File: src/rtl/serial_receiver_if.sv
// Serial receiver bus: serial line in, deserialized word plus status out.
// master = line driver / word consumer side, slave = the receiver.
interface serial_receiver_if #(
  parameter int DATA_W = 55
);
  logic              S_Data;
  logic              RX_Data_Ack;
  logic [DATA_W-1:0] RX_Data;
  logic              RX_Data_Valid;
  logic              RX_Busy;
  logic              Frame_Err;
  logic              Parity_Err;
  logic              Overrun;

  modport master (
    output S_Data, RX_Data_Ack,
    input  RX_Data, RX_Data_Valid, RX_Busy, Frame_Err, Parity_Err, Overrun
  );

  modport slave (
    input  S_Data, RX_Data_Ack,
    output RX_Data, RX_Data_Valid, RX_Busy, Frame_Err, Parity_Err, Overrun
  );
endinterface

File: src/rtl/serial_receiver.sv
// serial_receiver: one-bit-per-clock frame deserializer with valid/ack output.
// Frame: start 0, DATA_W data bits LSB first, [even parity], stop 1.
// Optional feature macro: RX_PARITY_CHECK_EN (parity bit + PAR state + Parity_Err).
module serial_receiver #(
  parameter int DATA_W = 55,
  parameter int CNT_W  = 6
) (
  input logic              clk,
  input logic              rst,
  serial_receiver_if.slave bus
);

  typedef enum logic [2:0] {IDLE, DATA, PAR, STOP, WAIT_IDLE} state_t;

  localparam logic [CNT_W-1:0] LAST = CNT_W'(DATA_W - 1);

  state_t            state;
  logic [CNT_W-1:0]  cnt;
  logic [DATA_W-1:0] shreg;
  logic [DATA_W-1:0] data_q;
  logic              valid_q;
  logic              busy_q;
  logic              ferr_q;
  logic              perr_q;
  logic              ovr_q;
  logic              par_bad;

`ifdef RX_PARITY_CHECK_EN
  logic par_bit;
  // Even parity: data XOR parity bit must be 0.
  assign par_bad = (^shreg) ^ par_bit;
`else
  assign par_bad = 1'b0;
`endif

  // Frame FSM, shift register, output word/handshake and error pulses.
  always_ff @(posedge clk) begin
    if (rst) begin
      state   <= IDLE;
      cnt     <= '0;
      shreg   <= '0;
      data_q  <= '0;
      valid_q <= 1'b0;
      busy_q  <= 1'b0;
      ferr_q  <= 1'b0;
      perr_q  <= 1'b0;
      ovr_q   <= 1'b0;
`ifdef RX_PARITY_CHECK_EN
      par_bit <= 1'b0;
`endif
    end else begin
      ferr_q <= 1'b0;
      perr_q <= 1'b0;
      ovr_q  <= 1'b0;
      // Consumer ack; a word loading on the same edge overrides this below.
      if (valid_q && bus.RX_Data_Ack) valid_q <= 1'b0;

      case (state)
        IDLE: begin
          if (!bus.S_Data) begin
            state  <= DATA;
            cnt    <= '0;
            busy_q <= 1'b1;
          end
        end
        DATA: begin
          shreg[cnt] <= bus.S_Data;
          cnt        <= cnt + CNT_W'(1);
          if (cnt == LAST) begin
`ifdef RX_PARITY_CHECK_EN
            state <= PAR;
`else
            state <= STOP;
`endif
          end
        end
        PAR: begin
`ifdef RX_PARITY_CHECK_EN
          par_bit <= bus.S_Data;
          state   <= STOP;
`else
          state  <= IDLE;
          busy_q <= 1'b0;
`endif
        end
        STOP: begin
          if (bus.S_Data) begin
            state  <= IDLE;
            busy_q <= 1'b0;
            if (par_bad) begin
              perr_q <= 1'b1;
            end else if (valid_q && !bus.RX_Data_Ack) begin
              ovr_q <= 1'b1;
            end else begin
              data_q  <= shreg;
              valid_q <= 1'b1;
            end
          end else begin
            // Bad stop bit: drop the frame and wait for the line to idle
            // so we never resync on a data bit.
            ferr_q <= 1'b1;
            state  <= WAIT_IDLE;
          end
        end
        WAIT_IDLE: begin
          if (bus.S_Data) begin
            state  <= IDLE;
            busy_q <= 1'b0;
          end
        end
        default: begin
          state  <= IDLE;
          busy_q <= 1'b0;
        end
      endcase
    end
  end

  assign bus.RX_Data       = data_q;
  assign bus.RX_Data_Valid = valid_q;
  assign bus.RX_Busy       = busy_q;
  assign bus.Frame_Err     = ferr_q;
  assign bus.Parity_Err    = perr_q;
  assign bus.Overrun       = ovr_q;

endmodule

File: src/flat_wrapper.sv
// flat-port wrapper written by rule: the top's interface ports become plain ports
module serial_receiver_flat 
#(
  parameter int DATA_W = 55,
  parameter int CNT_W  = 6
)
  (clk, rst, bus_S_Data, bus_RX_Data_Ack, bus_RX_Data, bus_RX_Data_Valid, bus_RX_Busy, bus_Frame_Err, bus_Parity_Err, bus_Overrun);
  serial_receiver_if #(.DATA_W(DATA_W)) bus_i ();
  input logic clk;
  input logic rst;
  input wire logic [$bits(bus_i.S_Data)-1:0] bus_S_Data;
  input wire logic [$bits(bus_i.RX_Data_Ack)-1:0] bus_RX_Data_Ack;
  output wire logic [$bits(bus_i.RX_Data)-1:0] bus_RX_Data;
  output wire logic [$bits(bus_i.RX_Data_Valid)-1:0] bus_RX_Data_Valid;
  output wire logic [$bits(bus_i.RX_Busy)-1:0] bus_RX_Busy;
  output wire logic [$bits(bus_i.Frame_Err)-1:0] bus_Frame_Err;
  output wire logic [$bits(bus_i.Parity_Err)-1:0] bus_Parity_Err;
  output wire logic [$bits(bus_i.Overrun)-1:0] bus_Overrun;
  assign bus_i.S_Data = bus_S_Data;
  assign bus_i.RX_Data_Ack = bus_RX_Data_Ack;
  assign bus_RX_Data = bus_i.RX_Data;
  assign bus_RX_Data_Valid = bus_i.RX_Data_Valid;
  assign bus_RX_Busy = bus_i.RX_Busy;
  assign bus_Frame_Err = bus_i.Frame_Err;
  assign bus_Parity_Err = bus_i.Parity_Err;
  assign bus_Overrun = bus_i.Overrun;
  serial_receiver #(.DATA_W(DATA_W), .CNT_W(CNT_W)) u_core (.clk(clk), .rst(rst), .bus(bus_i));
endmodule
File: config.mk
export PLATFORM = sky130hd
export DESIGN_NAME = serial_receiver_flat
export DESIGN_NICKNAME = d
export VERILOG_FILES = /design/src/rtl/serial_receiver_if.sv /design/src/rtl/serial_receiver.sv /design/src/flat_wrapper.sv
export SDC_FILE = /design/constraint.sdc
export NUM_CORES = 1
export LEC_CHECK = 0
export BUFFER_PORTS_ARGS = -buffer_cell sky130_fd_sc_hd__buf_2
export CAP_MARGIN = 20
export CORE_UTILIZATION = 62
export DETAILED_ROUTE_END_ITERATION = 10
export GPL_TIMING_DRIVEN = 0
export PLACE_DENSITY = 0.84
export SKIP_CTS_REPAIR_TIMING = 1
export SYNTH_ARGS = -nofsm -noshare
export SYNTH_HDL_FRONTEND = slang
export SYNTH_SLANG_ARGS = --single-unit
File: constraint.sdc
create_clock -name clk -period 2.9 [get_ports clk]
set_clock_uncertainty 0.1 [all_clocks]
set_input_delay 0.435 -clock clk [delete_from_list [all_inputs] [get_ports clk]]
set_output_delay 0.435 -clock clk [all_outputs]
set_load 0.05 [all_outputs]
Yosys cells after proc, flatten, opt, wreduce, memory -nomap -nowiden --
Index checks and enable logic that the tools add are counted. Widths: inputs -> output; s select.
Storage, ports and cells: flip-flop bits (word level) 123, input bits 4, output and inout bits 60, word-level logic and storage cells 55
Operators by class: add/subtract/negate cells 1, order comparisons 2, equal/unequal tests 8, muxes and demuxes 19, bitwise gates (word level) 4, reductions and logical operators 13
Operator list (count):
- $bwmux 55 | 1
- $mux 3 | 4
- $pmux 3 s4 | 1
- $pmux 6 s2 | 1
- $mux 1 | 9
- $reduce_and 3->1 | 3
- $lt 6x7->1 const B | 1
- $add 6x1->6 const B | 1
- $demux 1 s6 | 1
- $eq 6x6->1 const B | 1
- $ge 6x1->1 const B | 1
- $mux 6 | 1
- $ne 2x1->1 const B | 2
- $ne 2x2->1 const B | 2
- $not 1->1 | 4
- $reduce_or 2->1 | 2
- $eq 3x1->1 const B | 1
- $eq 3x2->1 const B | 1
- $eq 3x3->1 const B | 1
- $logic_and 1x1->1 | 3
- $logic_not 3->1 | 1
- $pmux 1 s3 | 1
- $reduce_or 3->1 | 1
- $reduce_and 2->1 | 1
- other kinds (2) | 2

Logic depth before layout (Yosys ltp) --
Gate-level depths: netlist of run 1.
word-level depth 5, gate-level depth with buffers 5, mapped depth without buffers 4

Least setup slack after synthesis of run 1 --
No wires, ideal clock.
kind reg2reg, start point register u_core.valid_q, in the netlist u_core.bus.RX_Data_Valid, end point register u_core.data_q[10], in the netlist u_core.bus.RX_Data[10], library setup time 72 ps, arrival time 1536 ps, data required time 2728 ps, path slack 1192 ps, stages on the path, launching flop included 6, path buffers 2, period minus slack after synthesis 1708 ps, cell sequence dfxtp_1 > nand2b_1 > nand4_1 > buf_2 > buf_2 > mux2i_1
Between the ends: word-level cells in the longest chain between the ends 3
Ends and longest elaborated chain:
- from (decl) | line serial_receiver.sv:21 | logic valid_q;
- from (signal assigned) | line serial_receiver.sv:43 | valid_q <= 1'b0;
- from (signal assigned) | line serial_receiver.sv:56 | if (valid_q && bus.RX_Data_Ack) valid_q <= 1'b0;
- from (signal assigned) | line serial_receiver.sv:96 | valid_q <= 1'b1;
- $logic_and 1x1->1 | line serial_receiver.sv:92 | end else if (valid_q && !bus.RX_Data_Ack) begin
- $not 1->1 (no line)
- $reduce_and 3->1 (no line)
- to (signal assigned) | line serial_receiver.sv:95 | data_q <= shreg;
- to (decl) | line serial_receiver.sv:20 | logic [DATA_W-1:0] data_q;
No other way between the ends. A chain may end at the register's enable or synchronous reset.

Worst setup path after layout of run 1 --
start point register u_core.cnt[1], end point register u_core.shreg[35]
Between the ends: word-level cells in the longest chain between the ends 5, elaborated cells between the ends (all ways) 6, those cells by class 2 x order compare; 3 x mux; 1 x reduce/logical
Ends and longest elaborated chain:
- from (decl) | line serial_receiver.sv:18 | logic [CNT_W-1:0] cnt;
- from (signal assigned) | line serial_receiver.sv:68 | cnt <= cnt + CNT_W'(1);
- $lt 6x7->1 (not written as such) or $ge 6x1->1 (tied branches) | line serial_receiver.sv:67 | shreg[cnt] <= bus.S_Data;
- $logic_and 1x1->1 (not written as such) | line serial_receiver.sv:67
- $mux 1 (not written as such) | line serial_receiver.sv:67
- $demux 1 s6 (*)
- $bwmux 55 (*) | line serial_receiver.sv:67
- to (signal, indexed assignment) | line serial_receiver.sv:67
- to (decl) | line serial_receiver.sv:19 | logic [DATA_W-1:0] shreg;
Mark *: on every way between the ends. The rest lies on a longest branch, timed or not.

==> results of run 1 <==
stage by stage:
step / instances / util (%) / hold slack, ps
floorplan: 508 / - / 357.9
global placement: 674 / 68.96 / 357.7
detailed placement: 674 / 68.96 / 363.4
CTS: 706 / 76.77 / 80.61
global route: 706 / 76.77 / 108.3
finish: 706 / 76.77 / 93.29
report_power, final:
group | internal (W) | switching, W
clock network | 0.00149 | 0.000790
logic | 0.0000545 | 0.0000925
registers | 0.00170 | 0.00000744
total | 0.00324 | 0.000890
how the worst max path moves through the flow:
stage                             start                endpoint  slack (ps)  cells past startpoint
2_1_floorplan  u_core.bus.RX_Data_Valid  u_core.bus.RX_Data[10]        1190                      5
3_3_place_gp                        rst         u_core.state[1]         700                      5
3_5_place_dp                        rst      u_core.bus.Overrun         610                      5
4_1_cts                   u_core.cnt[2]        u_core.shreg[21]         910                      4
5_1_grt                   u_core.cnt[2]        u_core.shreg[53]         850                      4
6_report                  u_core.cnt[1]        u_core.shreg[35]         900                      5
cell usage in the layout (no fill, tap or decap), types with 4 or more instances in the layout:
| cell type | count |
|---|---|
| dfxtp_1 | 123 |
| nand2b_1 | 116 |
| mux2i_1 | 110 |
| buf_2 | 77 |
| nand3_1 | 51 |
| clkbuf_1 | 27 |
| clkbuf_16 | 16 |
| nand4_1 | 8 |
| a21oi_1 | 6 |
| nor2_1 | 5 |
| nor3_1 | 5 |
| nand2_1 | 5 |
| bufinv_16 | 5 |
| nor3b_2 | 4 |
| clkinvlp_4 | 4 |
state kept, by name, indices dropped and copies added (netlist names):
signal and count:
u_core.bus.Frame_Err 1, u_core.bus.Overrun 1, u_core.bus.RX_Busy 1, u_core.bus.RX_Data 55, u_core.bus.RX_Data_Valid 1, u_core.cnt 6, u_core.shreg 55, u_core.state 3
final cells by class:
type / count / area [um2] / area share, %
Multi-Input combinational cell: 338 / 2516 / 40.09
Sequential cell: 123 / 2462 / 39.23
Clock buffer: 18 / 417.9 / 6.659
Timing Repair Buffer: 61 / 305.3 / 4.864
Clock inverter: 14 / 220.2 / 3.509
Buffer: 46 / 219.0 / 3.489
Tap cell: 105 / 131.4 / 2.093
Inverter: 1 / 3.754 / 0.05981
cell families (layout without fill, tap and decap cells):
kind of cell,Yosys count,count (layout)
simple gates,209,209
flops,123,123
mux,110,110
buf+inv,47,140
compound gates,16,16
fa+ha+maj,2,2
other cells,1,1
per-layer routing:
metal	part of all wire (%)	track usage, %	routed length, um	vias up
li1	-	-	-	1905
met1	42	35.04	5003	1927
met2	48	47.43	5674	142
met3	6.9	8.943	815	35
met4	2.8	14.23	329	0
met5	0	0	0	-
synthesized netlist by cell type (all sizes together), types with 2 or more instances:
master and count:
dfxtp 123, nand2b 116, mux2i 110, nand3 51
clkbuf 26, buf 20, nand4 8, a21oi 6
nand2 5, nor2 5, nor3 5, nor3b 4
a311oi 3, and3b 3, nor2b 3, a211oi 2
ha 2, nor4b 2
==> summary.txt, run 1 <==
Outcome
  • Outcome: finished, final reports clean

Placed design
  • Placer Congestion: just under 0.9
  • Setup WS pre-CTS: 614.4 ps
  • Number of port buffers: just over 60
  • Detail Placement HPWL: 7237 um
  • DP Area: between 5000 and 6000 um2

CTS
  • Clk_lat worst skew: 520 ps
  • Clk sinks: 123
  • Num CTS Buffers: 17
  • Clk root buf: clkbuf_8
  • CTS clk-pin slew, worst paths: 60 ps
  • CTS Buffer Depth: 2
  • CTS H-tree depth: 4
  • TritonCTS clock tree: yes

Setup path
  • Reg2Reg Capture Point: u_core.shreg[35]
  • Critical Path AT: 2290 ps
  • WP buf/inv: 2
  • Critical path launch point type: flop
  • Req. time, crit path: 3190 ps
  • FF-to-FF path depth: 5
  • Worst-path cell chain: buf_2 > nor2b_1 > buf_2 > nand3_1 > mux2i_1
  • FF-to-FF setup slack: 900 ps
  • Worst path most repeated cell: buf_2
  • Slowest-stage cell, CP: nor2b_1
  • CP Class: reg -> reg
  • Crit Reg-Reg Startpoint: u_core.cnt[1]
  • Maximum fanout along the worst path: 10
  • Crit-path max cell delay: 420 ps
  • Crit path capture type: flop
  • CP top delay family: buffers and inverters

Cells and area
  • Net count reported at finish: 594
  • Fillers: 535
  • Share of cells above drive strength 1: 19.80%
  • Area Growth Syn to Fin: 20.66%
  • Design area: around 6300 um2
  • Diode count: 0

Pwr
  • Max VDD drop: 501.0 uV
  • Pwr Total: 0.004127 W
  • Leak: 3.122 nW
  • Power Density: 657.5 nW/um2

Global routing
  • Largest net degree at the start of global routing: 17
  • Overall Global Routing Usage: 29.20%
  • Gr ovfl total: 0
  • Initial antenna violation count: 0
  • Vias in the first global route: 3929
  • Global-route wire length before repair: 19280 um

STA
  • RSZ-0062 raised after global routing: false
  • Endpoints failing hold: 0
  • Tightest Pin Transition: 864.0 ps
  • Worst setup margin: roughly 900 ps
  • Maximum clock rate: 498.8 MHz
  • Post-route setup TNS: 0 ps
  • Final setup violation count: 0
  • Headroom to the max-slew limit: 41.96%
  • Period utilization: 69.13%
  • Final Critical Period: 2005 ps
  • Fin. max-slew vios: 0

Synthesis
  • Cell count after synthesis: 508
  • Mapped cell area: between 5000 and 6000 um2
  • Synth Area in Adders: 0.4811%
  • Post-synth cell types: 35
  • Post-synth top area cell: dfxtp_1
  • Post-synthesis simple-gate area fraction: around a quarter
  • Syn Area/Cell: 10.24 um2
  • Largest family of logic cells by synthesized area: simple AND/OR/NAND/NOR gates
  • Mux contribution to synthesized area: a little over a fifth
  • Number of flops mapped to enable cells by yosys: 0
  • Synth Area in XOR/XNOR: 0%
  • Post-synth net total: 514
  • Post-synthesis compound-gate area fraction: 2.141%
  • Syn. warnings: 0
  • Async SR Flop Fraction: 0%
  • Sequential area share after synthesis: 47.34%
  • Synth top area cells: dfxtp_1, mux2i_1, nand2b_1
  • Area share of the largest cell type after synthesis: 47.34%
  • Synthesized flop and latch total: 123
  • Dominant register cell in the synthesized netlist: dfxtp_1

Routing
  • Remaining DRCs: 0
  • Initial DRT Pass Iterations: 4
  • Mean routed wirelength per cell: 16.75 um
  • Drt initial violations: 331
  • Final WL: 11820 um
  • Antenna-violating nets left: 0
  • Routed vias/inst: 5.678
  • Via count: 4009

Floorplanning
  • Std-Cell Core Area: 8175 um2
  • Boundary Pins: 64
  • Initial core utilization: 63.62%
  • Die width: 93.59 um
  • Die ar.: 8759 um2
  • DIE HEIGHT: 93.59 um
  • Rows: 33

Hold path
  • Hold path endpoint: u_core.state[2]
  • Hold Crit Class: in -> reg
  • Hold Path Depth: 2
  • Hold Path Origin: bus_S_Data

Job
  • Max-cap viol count: 0
Power figures use the tool's default switching activity.
==> run 2, diff against run 1 <==
CORE_UTILIZATION = 52   (was 62)
PLACE_DENSITY = 0.75   (was 0.84)
clock period = 1.77 ns   (was 2.9 ns; I/O delays follow)
==> summary.txt, run 2 (same netlist as run 1, synthesis figures left out) <==
Outcome
  • Outcome: finished with violations
  • Failing checks: design-rule violations

STA
  • Fin. max-slew vios: 0 (unchanged)
  • Tightest Pin Transition: 578.1 ps (-285.9 ps)
  • Final setup violation count: 0 (unchanged)
  • Headroom to the max-slew limit: 61.46% (+20 points)
  • Hold_ws: 6.190 ps (-87.10 ps)
  • Maximum clock rate: 584.7 MHz (+17%)
  • Final Critical Period: 1710 ps (-294.6 ps)
  • Endpoints failing hold: 0 (unchanged)
  • Period utilization: 96.62% (+27 points)

Floorplanning
  • DIE HEIGHT: 102.0 um (+9.0%)
  • Boundary Pins: 64 (unchanged)
  • Die ar.: 10410 um2 (+19%)
  • Std-Cell Core Area: 9729 um2 (+19%)
  • Rows: 36 (+9.1%)
  • Initial core utilization: 53.46% (-10 points)
  • Die width: 102.0 um (+9.0%)

Pwr
  • Power Density: 1081 nW/um2 (+64%)
  • Leak: 3.189 nW (+2.1%)
  • Pwr Total: 0.006961 W (+69%)
  • Max VDD drop: 575.1 uV (+15%)

Cells and area
  • Commonest non-fill, non-tap cell in the layout: dfxtp_1
  • Area Growth Syn to Fin: 23.84%
  • Commonest non-fill, non-tap cells in the layout: dfxtp_1, nand2b_1, mux2i_1
  • Net count reported at finish: 597 (+0.51%)
  • Share of cells above drive strength 1: 21.03% (+1.2 points)
  • Diode count: 0 (unchanged)
  • Fillers: 791 (+48%)
  • Fin util: 66.20% (-11 points)

Job
  • Max-cap viol count: 0 (unchanged)

Setup path
  • Crit path capture type: flop
  • Maximum fanout along the worst path: 10 (unchanged)
  • Critical Path AT: 1990 ps (-300 ps)
  • WP buf/inv: 2 (unchanged)
  • CP top delay family: buffers and inverters
  • Req. time, crit path: 2050 ps (-1140 ps)
  • Crit-path max cell delay: 400 ps (-20 ps)
  • Worst-path cell chain: clkbuf_4 > nor2b_4 > clkbuf_4 > nand3_1 > mux2i_1
  • CP Class: reg -> reg
  • Critical path launch point type: flop
  • Worst path most repeated cell: clkbuf_4
  • Slowest-stage cell, CP: dfxtp_1

CTS
  • Clk root buf: clkbuf_8
  • Num CTS Buffers: 17 (unchanged)
  • CTS H-tree depth: 4 (unchanged)
  • CTS clk-pin slew, worst paths: 60 ps (about the same)
  • CTS Buffer Depth: 2 (unchanged)
  • Clk sinks: 123 (unchanged)
  • TritonCTS clock tree: yes
  • Clk_lat worst skew: 520 ps (about the same)

Placed design
  • Detail Placement HPWL: 7360 um (+1.7%)
  • Placer Congestion: 0.8088 (-9.4%)
  • Number of port buffers: 61 (unchanged)

Hold path
  • Hold Crit Class: in -> reg

Global routing
  • Gr ovfl total: 0 (unchanged)
  • Vias in the first global route: 3641 (-7.3%)
  • Global-route wire length before repair: 18190 um (-5.7%)
  • Initial antenna violation count: 0 (unchanged)
  • Largest net degree at the start of global routing: 17 (unchanged)
  • Overall Global Routing Usage: 23.12% (-6.1 points)

Routing
  • Routed vias/inst: 5.235 (-7.8%)
  • Final WL: 11370 um (-3.8%)
  • Initial DRT Pass Iterations: 7 (+3)
  • Remaining DRCs: 1 (+1)
  • Antenna-violating nets left: 0 (unchanged)
  • Mean routed wirelength per cell: 15.43 um (-7.8%)
  • Via count: 3858 (-3.8%)
  • Drt initial violations: 229 (-31%)
==> run 2: area by class of cell <==
class | count | area, um2 | area share (%)
Clock buffer | 21 | 459.2 | 7.129
Tap cell | 133 | 166.4 | 2.584
Sequential cell | 123 | 2462 | 38.23
Clock inverter | 11 | 214.0 | 3.322
Timing Repair Buffer | 66 | 350.3 | 5.439
Multi-Input combinational cell | 338 | 2546 | 39.53
Inverter | 1 | 3.754 | 0.05828
Buffer | 44 | 239.0 | 3.710
==> run 2: where the power goes <==
group          leakage (nW)  switching [W]  internal [W]  total (W)
clock network         0.324        0.00123       0.00268    0.00391
registers             0.991      0.0000123       0.00278    0.00279
logic                  1.87       0.000152      0.000103   0.000255
total                  3.19        0.00140       0.00556    0.00696
==> run 2: metrics by stage <==
stage	TNS [ps]	setup slack (ps)	cell area, um2	instances
finish	0	59.86	6441	737
global route	-46.85	-13.03	6441	737
CTS	-3486	-208.8	6346	734
detailed placement	-18160	-402.9	5673	702
global placement	-14840	-367.6	5673	702
floorplan	0	62.06	5201	508
==> run 2: path summary, 6_finish.rpt <==
check                                             from                      to  slack [ps]  cells past startpoint
worst max register to register           u_core.cnt[1]        u_core.shreg[34]          60                      5
worst min register to register  u_core.bus.RX_Data[51]  u_core.bus.RX_Data[51]         370                      2
worst max-delay path                     u_core.cnt[1]        u_core.shreg[34]          60                      5
worst min-delay path                        bus_S_Data      u_core.bus.RX_Busy           6                      4
==> run 2: layer usage <==
layer  routed length, um  track usage (%)  vias up  share of wire [%]
met3                 414            5.814       15                3.6
met4                 165            9.451        0                1.5
met1                5248            30.25     1846                 46
met2                5545            36.50       86                 49
met5                   0                0        -                  0
li1                    -                -     1911                  -
==> run 2: worst min-delay path: cells and delay by family <==
kind / cells / cell delay [ps]
buffers and inverters: 1 / 140
AO/OA/AOI/OAI: 2 / 120
AND/OR/NAND/NOR: 1 / 50
